## config.mk

```make
export PLATFORM = sky130hd
export DESIGN_NAME = frogger_hazard_ctrl
export DESIGN_NICKNAME = d
export VERILOG_FILES = /design/src/rtl/frogger_hazard_ctrl.sv
export SDC_FILE = /design/constraint.sdc
export NUM_CORES = 1
export LEC_CHECK = 0
export CELL_PAD_IN_SITES_DETAIL_PLACEMENT = 1
export CELL_PAD_IN_SITES_GLOBAL_PLACEMENT = 1
export CORE_AREA = 8 8 122 124
export DETAILED_ROUTE_END_ITERATION = 8
export DIE_AREA = 0 0 130 132
export PLACE_DENSITY_LB_ADDON = 0.1
export SETUP_SLACK_MARGIN = 0.5
export SYNTH_ARGS = -nofsm -noshare
export SYNTH_HDL_FRONTEND = slang
export SYNTH_SLANG_ARGS = --single-unit
```

## constraint.sdc

```tcl
create_clock -name i_Clk -period 15.45 [get_ports i_Clk]
set_clock_uncertainty 0.2 [all_clocks]
set_input_delay 4.635 -clock i_Clk [delete_from_list [all_inputs] [get_ports i_Clk]]
set_output_delay 4.635 -clock i_Clk [all_outputs]
set_load 0.01 [all_outputs]
```

## src/rtl/frogger_hazard_ctrl.sv

```systemverilog
// Moving road/river hazards for the frog playfield: per-lane scroll offsets on a slow
// tick, registered frog collision/log status and a registered per-tile renderer query.
module frogger_hazard_ctrl #(
   parameter int unsigned c_SLOW_COUNT  = 39000000,
   parameter int unsigned c_GAME_WIDTH  = 20,
   parameter int unsigned c_ROAD_FIRST  = 8,
   parameter int unsigned c_RIVER_FIRST = 2,
   parameter logic [4*c_GAME_WIDTH-1:0] c_ROAD_PATTERN  = 80'h0F0F0_C3C30_0E0E0_33300,
   parameter logic [4*c_GAME_WIDTH-1:0] c_RIVER_PATTERN = 80'hFF000_0FFF0_F00FF_00FFF
) (
   input  logic       i_Clk,
   input  logic       i_Reset,
   input  logic [5:0] i_Frogger_X,
   input  logic [5:0] i_Frogger_Y,
   input  logic [5:0] i_Col_Count_Div,
   input  logic [5:0] i_Row_Count_Div,
   output logic       o_Collided,
   output logic       o_On_Log,
   output logic [1:0] o_Hazard_Pixel,
   output logic       o_Tick
);

   localparam int unsigned c_LANES  = 4;
   localparam int unsigned c_PAT_W  = c_LANES * c_GAME_WIDTH;
   localparam int unsigned c_IDX_W  = $clog2(c_PAT_W);
   localparam logic [4:0]  c_OFF_MAX  = 5'(c_GAME_WIDTH - 1);
   localparam logic [5:0]  c_COL_LIM  = 6'(c_GAME_WIDTH);
   localparam logic [6:0]  c_SUM_LIM  = 7'(c_GAME_WIDTH);
   localparam logic [5:0]  c_ROAD_LO  = 6'(c_ROAD_FIRST);
   localparam logic [5:0]  c_ROAD_HI  = 6'(c_ROAD_FIRST + c_LANES - 1);
   localparam logic [5:0]  c_RIVER_LO = 6'(c_RIVER_FIRST);
   localparam logic [5:0]  c_RIVER_HI = 6'(c_RIVER_FIRST + c_LANES - 1);
   localparam logic [31:0] c_CNT_LAST = 32'(c_SLOW_COUNT - 1);

   function automatic logic [4:0] off_inc(input logic [4:0] off);
      return (off == c_OFF_MAX) ? 5'd0 : off + 5'd1;
   endfunction

   function automatic logic [4:0] off_dec(input logic [4:0] off);
      return (off == 5'd0) ? c_OFF_MAX : off - 5'd1;
   endfunction

   function automatic logic [4:0] sel_off(input logic [19:0] offs, input logic [1:0] lane);
      logic [4:0] o;
      case (lane)
         2'd0:    o = offs[4:0];
         2'd1:    o = offs[9:5];
         2'd2:    o = offs[14:10];
         default: o = offs[19:15];
      endcase
      return o;
   endfunction

   // col+off never exceeds 2*width-2, so one conditional subtract replaces a modulo.
   function automatic logic lane_bit(input logic [c_PAT_W-1:0] pattern, input logic [1:0] lane,
                                     input logic [4:0] off, input logic [5:0] col);
      logic [6:0]         sum;
      logic [6:0]         idx;
      logic [c_IDX_W-1:0] bit_idx;
      logic               hit;
      sum     = {1'b0, col} + {2'b00, off};
      idx     = (sum >= c_SUM_LIM) ? sum - c_SUM_LIM : sum;
      bit_idx = c_IDX_W'(lane) * c_IDX_W'(c_GAME_WIDTH) + c_IDX_W'(idx);
      hit     = 1'b0;
      if (col < c_COL_LIM)
         hit = pattern[bit_idx];
      return hit;
   endfunction

   function automatic logic [1:0] hazard_code(input logic [5:0] col, input logic [5:0] row,
                                              input logic [19:0] road_offs,
                                              input logic [19:0] river_offs);
      logic [5:0] rel;
      logic [1:0] code;
      code = 2'd0;
      rel  = 6'd0;
      if (row >= c_ROAD_LO && row <= c_ROAD_HI) begin
         rel = row - c_ROAD_LO;
         if (lane_bit(c_ROAD_PATTERN, rel[1:0], sel_off(road_offs, rel[1:0]), col))
            code = 2'd1;
      end else if (row >= c_RIVER_LO && row <= c_RIVER_HI) begin
         rel = row - c_RIVER_LO;
         if (lane_bit(c_RIVER_PATTERN, rel[1:0], sel_off(river_offs, rel[1:0]), col))
            code = 2'd2;
      end
      return code;
   endfunction

   logic [31:0] tick_cnt_q, tick_cnt_d;
   logic        tick_q, tick_d;
   logic        wrap;

   always_comb begin
      wrap       = (tick_cnt_q == c_CNT_LAST);
      tick_cnt_d = wrap ? 32'd0 : tick_cnt_q + 32'd1;
      tick_d     = wrap;
   end

   always_ff @(posedge i_Clk) begin
      if (i_Reset) begin
         tick_cnt_q <= 32'd0;
         tick_q     <= 1'b0;
      end else begin
         tick_cnt_q <= tick_cnt_d;
         tick_q     <= tick_d;
      end
   end

   logic [19:0] road_offs;
   logic [19:0] river_offs;

   // River lanes all drift left with the log carry; road lanes alternate direction.
   for (genvar gi = 0; gi < 4; gi++) begin : g_lane
      logic [4:0] road_off_q, road_off_d;
      logic [4:0] river_off_q, river_off_d;
      logic [4:0] road_step;

      if ((gi % 2) == 0) begin : g_fwd
         assign road_step = off_inc(road_off_q);
      end else begin : g_rev
         assign road_step = off_dec(road_off_q);
      end

      always_comb begin
         road_off_d  = wrap ? road_step : road_off_q;
         river_off_d = wrap ? off_inc(river_off_q) : river_off_q;
      end

      always_ff @(posedge i_Clk) begin
         if (i_Reset) begin
            road_off_q  <= 5'd0;
            river_off_q <= 5'd0;
         end else begin
            road_off_q  <= road_off_d;
            river_off_q <= river_off_d;
         end
      end

      assign road_offs[gi*5 +: 5]  = road_off_q;
      assign river_offs[gi*5 +: 5] = river_off_q;
   end

   logic [1:0] frog_code;
   logic [1:0] query_code;
   logic       hit_now;
   logic       log_now;
   logic       hit_prev_q, hit_prev_d;
   logic       collided_q, collided_d;
   logic       on_log_q, on_log_d;
   logic [1:0] pixel_q, pixel_d;

   // Evaluated against current (pre-tick) offsets; a same-cycle tick is seen next cycle.
   always_comb begin
      frog_code  = hazard_code(i_Frogger_X, i_Frogger_Y, road_offs, river_offs);
      query_code = hazard_code(i_Col_Count_Div, i_Row_Count_Div, road_offs, river_offs);
      hit_now    = (frog_code == 2'd1);
      log_now    = (frog_code == 2'd2);
      collided_d = hit_now & ~hit_prev_q;
      hit_prev_d = hit_now;
      on_log_d   = log_now;
      pixel_d    = query_code;
   end

   always_ff @(posedge i_Clk) begin
      if (i_Reset) begin
         hit_prev_q <= 1'b0;
         collided_q <= 1'b0;
         on_log_q   <= 1'b0;
         pixel_q    <= 2'd0;
      end else begin
         hit_prev_q <= hit_prev_d;
         collided_q <= collided_d;
         on_log_q   <= on_log_d;
         pixel_q    <= pixel_d;
      end
   end

   assign o_Collided     = collided_q;
   assign o_On_Log       = on_log_q;
   assign o_Hazard_Pixel = pixel_q;
   assign o_Tick         = tick_q;

endmodule

```

==> results.md <==
- CTS max path bufs: 2
- Grt ovf: 0
- Vias in the first global route: 6174
- Critical path buffers and inverters: 2
- Row count: 42
- Kind of critical path: in2reg
- Crit-path leading delay family: compound AO/OA/AOI/OAI gates
- Total power: 0.525 mW
- Max Cap Viol: 0
- Setup violators final: 0
- Async S/R FF share, synth: 0
- First-pass DRT Iterations: 4
- Reg2reg start: g_lane[3].road_off_q[1]
- Share of layout cells above drive strength 1: 0.0809
- Power per cell area: 72.5 nW/um^2
- Die width: 130 um
- Cts hold-fix bufs: 0
- Worst Hold End: o_Collided
- Share of the yosys chip area belonging to registers: 0.241
- H-tree depth: 3
- Least-Margin Pin Slew: 1.15 ns
- Max incr delay on CP: 1.00 ns
- Die area: 17200 um^2
- # DRC: 0
- Critical path endpoint category: flip-flop
- 1st-iter DRT viols: 315
- Nets: 882
- P_leak: 2.85 nW
- CTS tree: done
- Fill cells: 1578
- Final GP Congestion: 0.906
- Initial Util: 0.500
- Crit path max fanout: 14
- IO Port Bufs: 30
- N_diodes: 0
- Clock sink total: 78
- Syn Area/Cell: 8.50 um^2
- Setup TNS: 0 ns
- Worst path depth: 18
- Area after DPL: 6940 um^2
- RR Endpoint: o_Hazard_Pixel[0]
- Die Ht: 132 um
- Initial antenna violation count: 0
- Root Driver: clkbuf_16
- Worst hold path stage count: 1
- Final ANT Viol Nets: 0
- Worst Setup Slack, final: 4.98 ns
- Final hold vios: 0
- Post-Place Setup Slack: 4.66 ns
- Crit start category: input pin
- Ports: 31
- Final Instance Area: 7240 um^2
- Worst path slowest cell: clkdlybuf4s50_1
- Routed WL: 17400 um
- Synthesis-stage register bit count: 78
- Area of the core: 13000 um^2
- Clock latency on the worst-skew pair: 0.34 ns
- Hold WC Path Type: reg2reg
- Relative slew slack: 0.233
- Routed via count: 5653
- Clock-pin slew on the worst setup and hold paths: 0.06 ns
- First-pass GRT wire length: 29300 um
- CTS Buf Count: 9
- Setup bufs post-CTS: 0
- Synth Instances: 763
- Synth warn: 0
- Reg2Reg Setup Slack: 10.01 ns
- Post-Syn Nets: 859
- Distinct cells, synth: 64
- Hpwl dp: 13200 um
- Main synth FF type: dfxtp_1
- Largest net degree at the start of global routing: 45
- Post-cts gate resize count: 0
- CP Cell Sequence: clkdlybuf4s50_1 -> mux4_2 -> ha_1 -> a211oi_2 -> nor2_1 -> xnor2_1 -> ha_1 -> nor3b_1 -> a21oi_1 -> o21ai_0 -> xnor2_1 -> ha_1 -> inv_1 -> fa_1 -> xnor2_1 -> mux4_2 -> o2111ai_1 -> a2111oi_2
- Most frequent cells in the layout: nor2_1 (89), dfxtp_1 (78), ha_1 (62), nand2_1 (56), a21oi_1 (54)
- Commonest non-fill, non-tap cell in the layout: nor2_1
- VDD IR max: 0.0648 mV
- Worst R2R Path Depth: 17
- Total GRT Usage: 0.210
- WL/cell: 18.0 um
- Slew Limit Fails: 0
- RSZ-0062 raised after global routing: no
- Post-synth EDFFs: 0
- Placed cells: 951
- Post-Syn Area: 6490 um^2
- Hold path start: hit_prev_q
- Fin crit period: 10.47 ns
- CP required: 15.46 ns
- Worst Path Arrival: 10.49 ns
- Non-filler cells, final: 967
- Status: finished, final reports clean
- Highest Clock Rate: 95.5 MHz
- Syn-to-layout area delta: 11.6%
- Crit share post-route: 0.678
- DR vias/cell: 5.85
cell families (layout without fill, tap and decap cells):
| family | after synthesis | after routing | synth area share |
|---|---|---|---|
| buffers and inverters | 69 | 97 | 0.0418 |
| AOI/OAI and AO/OA | 141 | 141 | 0.139 |
| adders and majority gates | 70 | 70 | 0.144 |
| and+or+nand+nor | 301 | 301 | 0.240 |
| xor gates and xnor gates | 69 | 69 | 0.0931 |
| muxes | 35 | 35 | 0.101 |
| DFF | 78 | 78 | 0.241 |
power breakdown:
part	switching, mW	internal, mW
Combinational	0.0576	0.0498
Sequential	0.000510	0.202
Clock	0.0892	0.126
Total	0.147	0.378
worst max path at each step:
stage | start | to
after floorplan | i_Row_Count_Div[0] | o_Hazard_Pixel[0]
after global placement | i_Row_Count_Div[0] | o_Hazard_Pixel[0]
after detailed placement | i_Row_Count_Div[0] | o_Hazard_Pixel[0]
after CTS | i_Row_Count_Div[0] | o_Hazard_Pixel[0]
after global routing | i_Row_Count_Div[0] | o_Hazard_Pixel[0]
final | i_Row_Count_Div[0] | o_Hazard_Pixel[0]
per-stage QoR:
stage          hold WS [ns]   util
6_report              0.191  0.558
2_1_floorplan         0.167      -
5_1_grt               0.235  0.558
3_5_place_dp          0.187  0.535
3_3_place_gp          0.179  0.535
4_1_cts               0.195  0.558
final cells by class:
class	count	area, um^2	share of cell area
clock buffer	10	229	0.0316
clock inverter	6	70.1	0.00967
sequential	78	1560	0.216
inverter	47	176	0.0244
timing repair buffer	34	330	0.0456
tap	176	220	0.0304
multi-input combinational	616	4660	0.643
registers in the layout, summed over array words and instances (netlist names):
signal,cells
o_On_Log,1
hit_prev_q,1
o_Collided,1
g_lane.river_off_q,20
o_Tick,1
o_Hazard_Pixel,2
tick_cnt_q,32
g_lane.road_off_q,20
layer usage:
metal | share of wire | track usage | wire (um)
met1 | 0.42 | 0.240 | 7250
met3 | 0.038 | 0.0316 | 659
met4 | 0.011 | 0.0620 | 184
met5 | 0 | 0 | 0
met2 | 0.53 | 0.388 | 9280
Yosys cell counts, drive strengths merged, types with 8 or more instances:
cell type,instances,area (um^2)
nor2b,20,125
clkbuf,15,56.3
inv,47,176
nand2b,10,62.6
nor3,17,85.1
nor2,89,334
xnor2,33,289
o21ai,32,160
nand3,23,115
fa,8,160
mux4,24,541
or3,13,81.3
a21o,13,97.6
xor2,36,315
nor4,9,56.3
dfxtp,78,1560
ha,62,776
a21oi,56,288
nand4,13,81.3
and3,9,56.3
nand2,56,210
No activity file was read; power rests on OpenSTA's default activity.
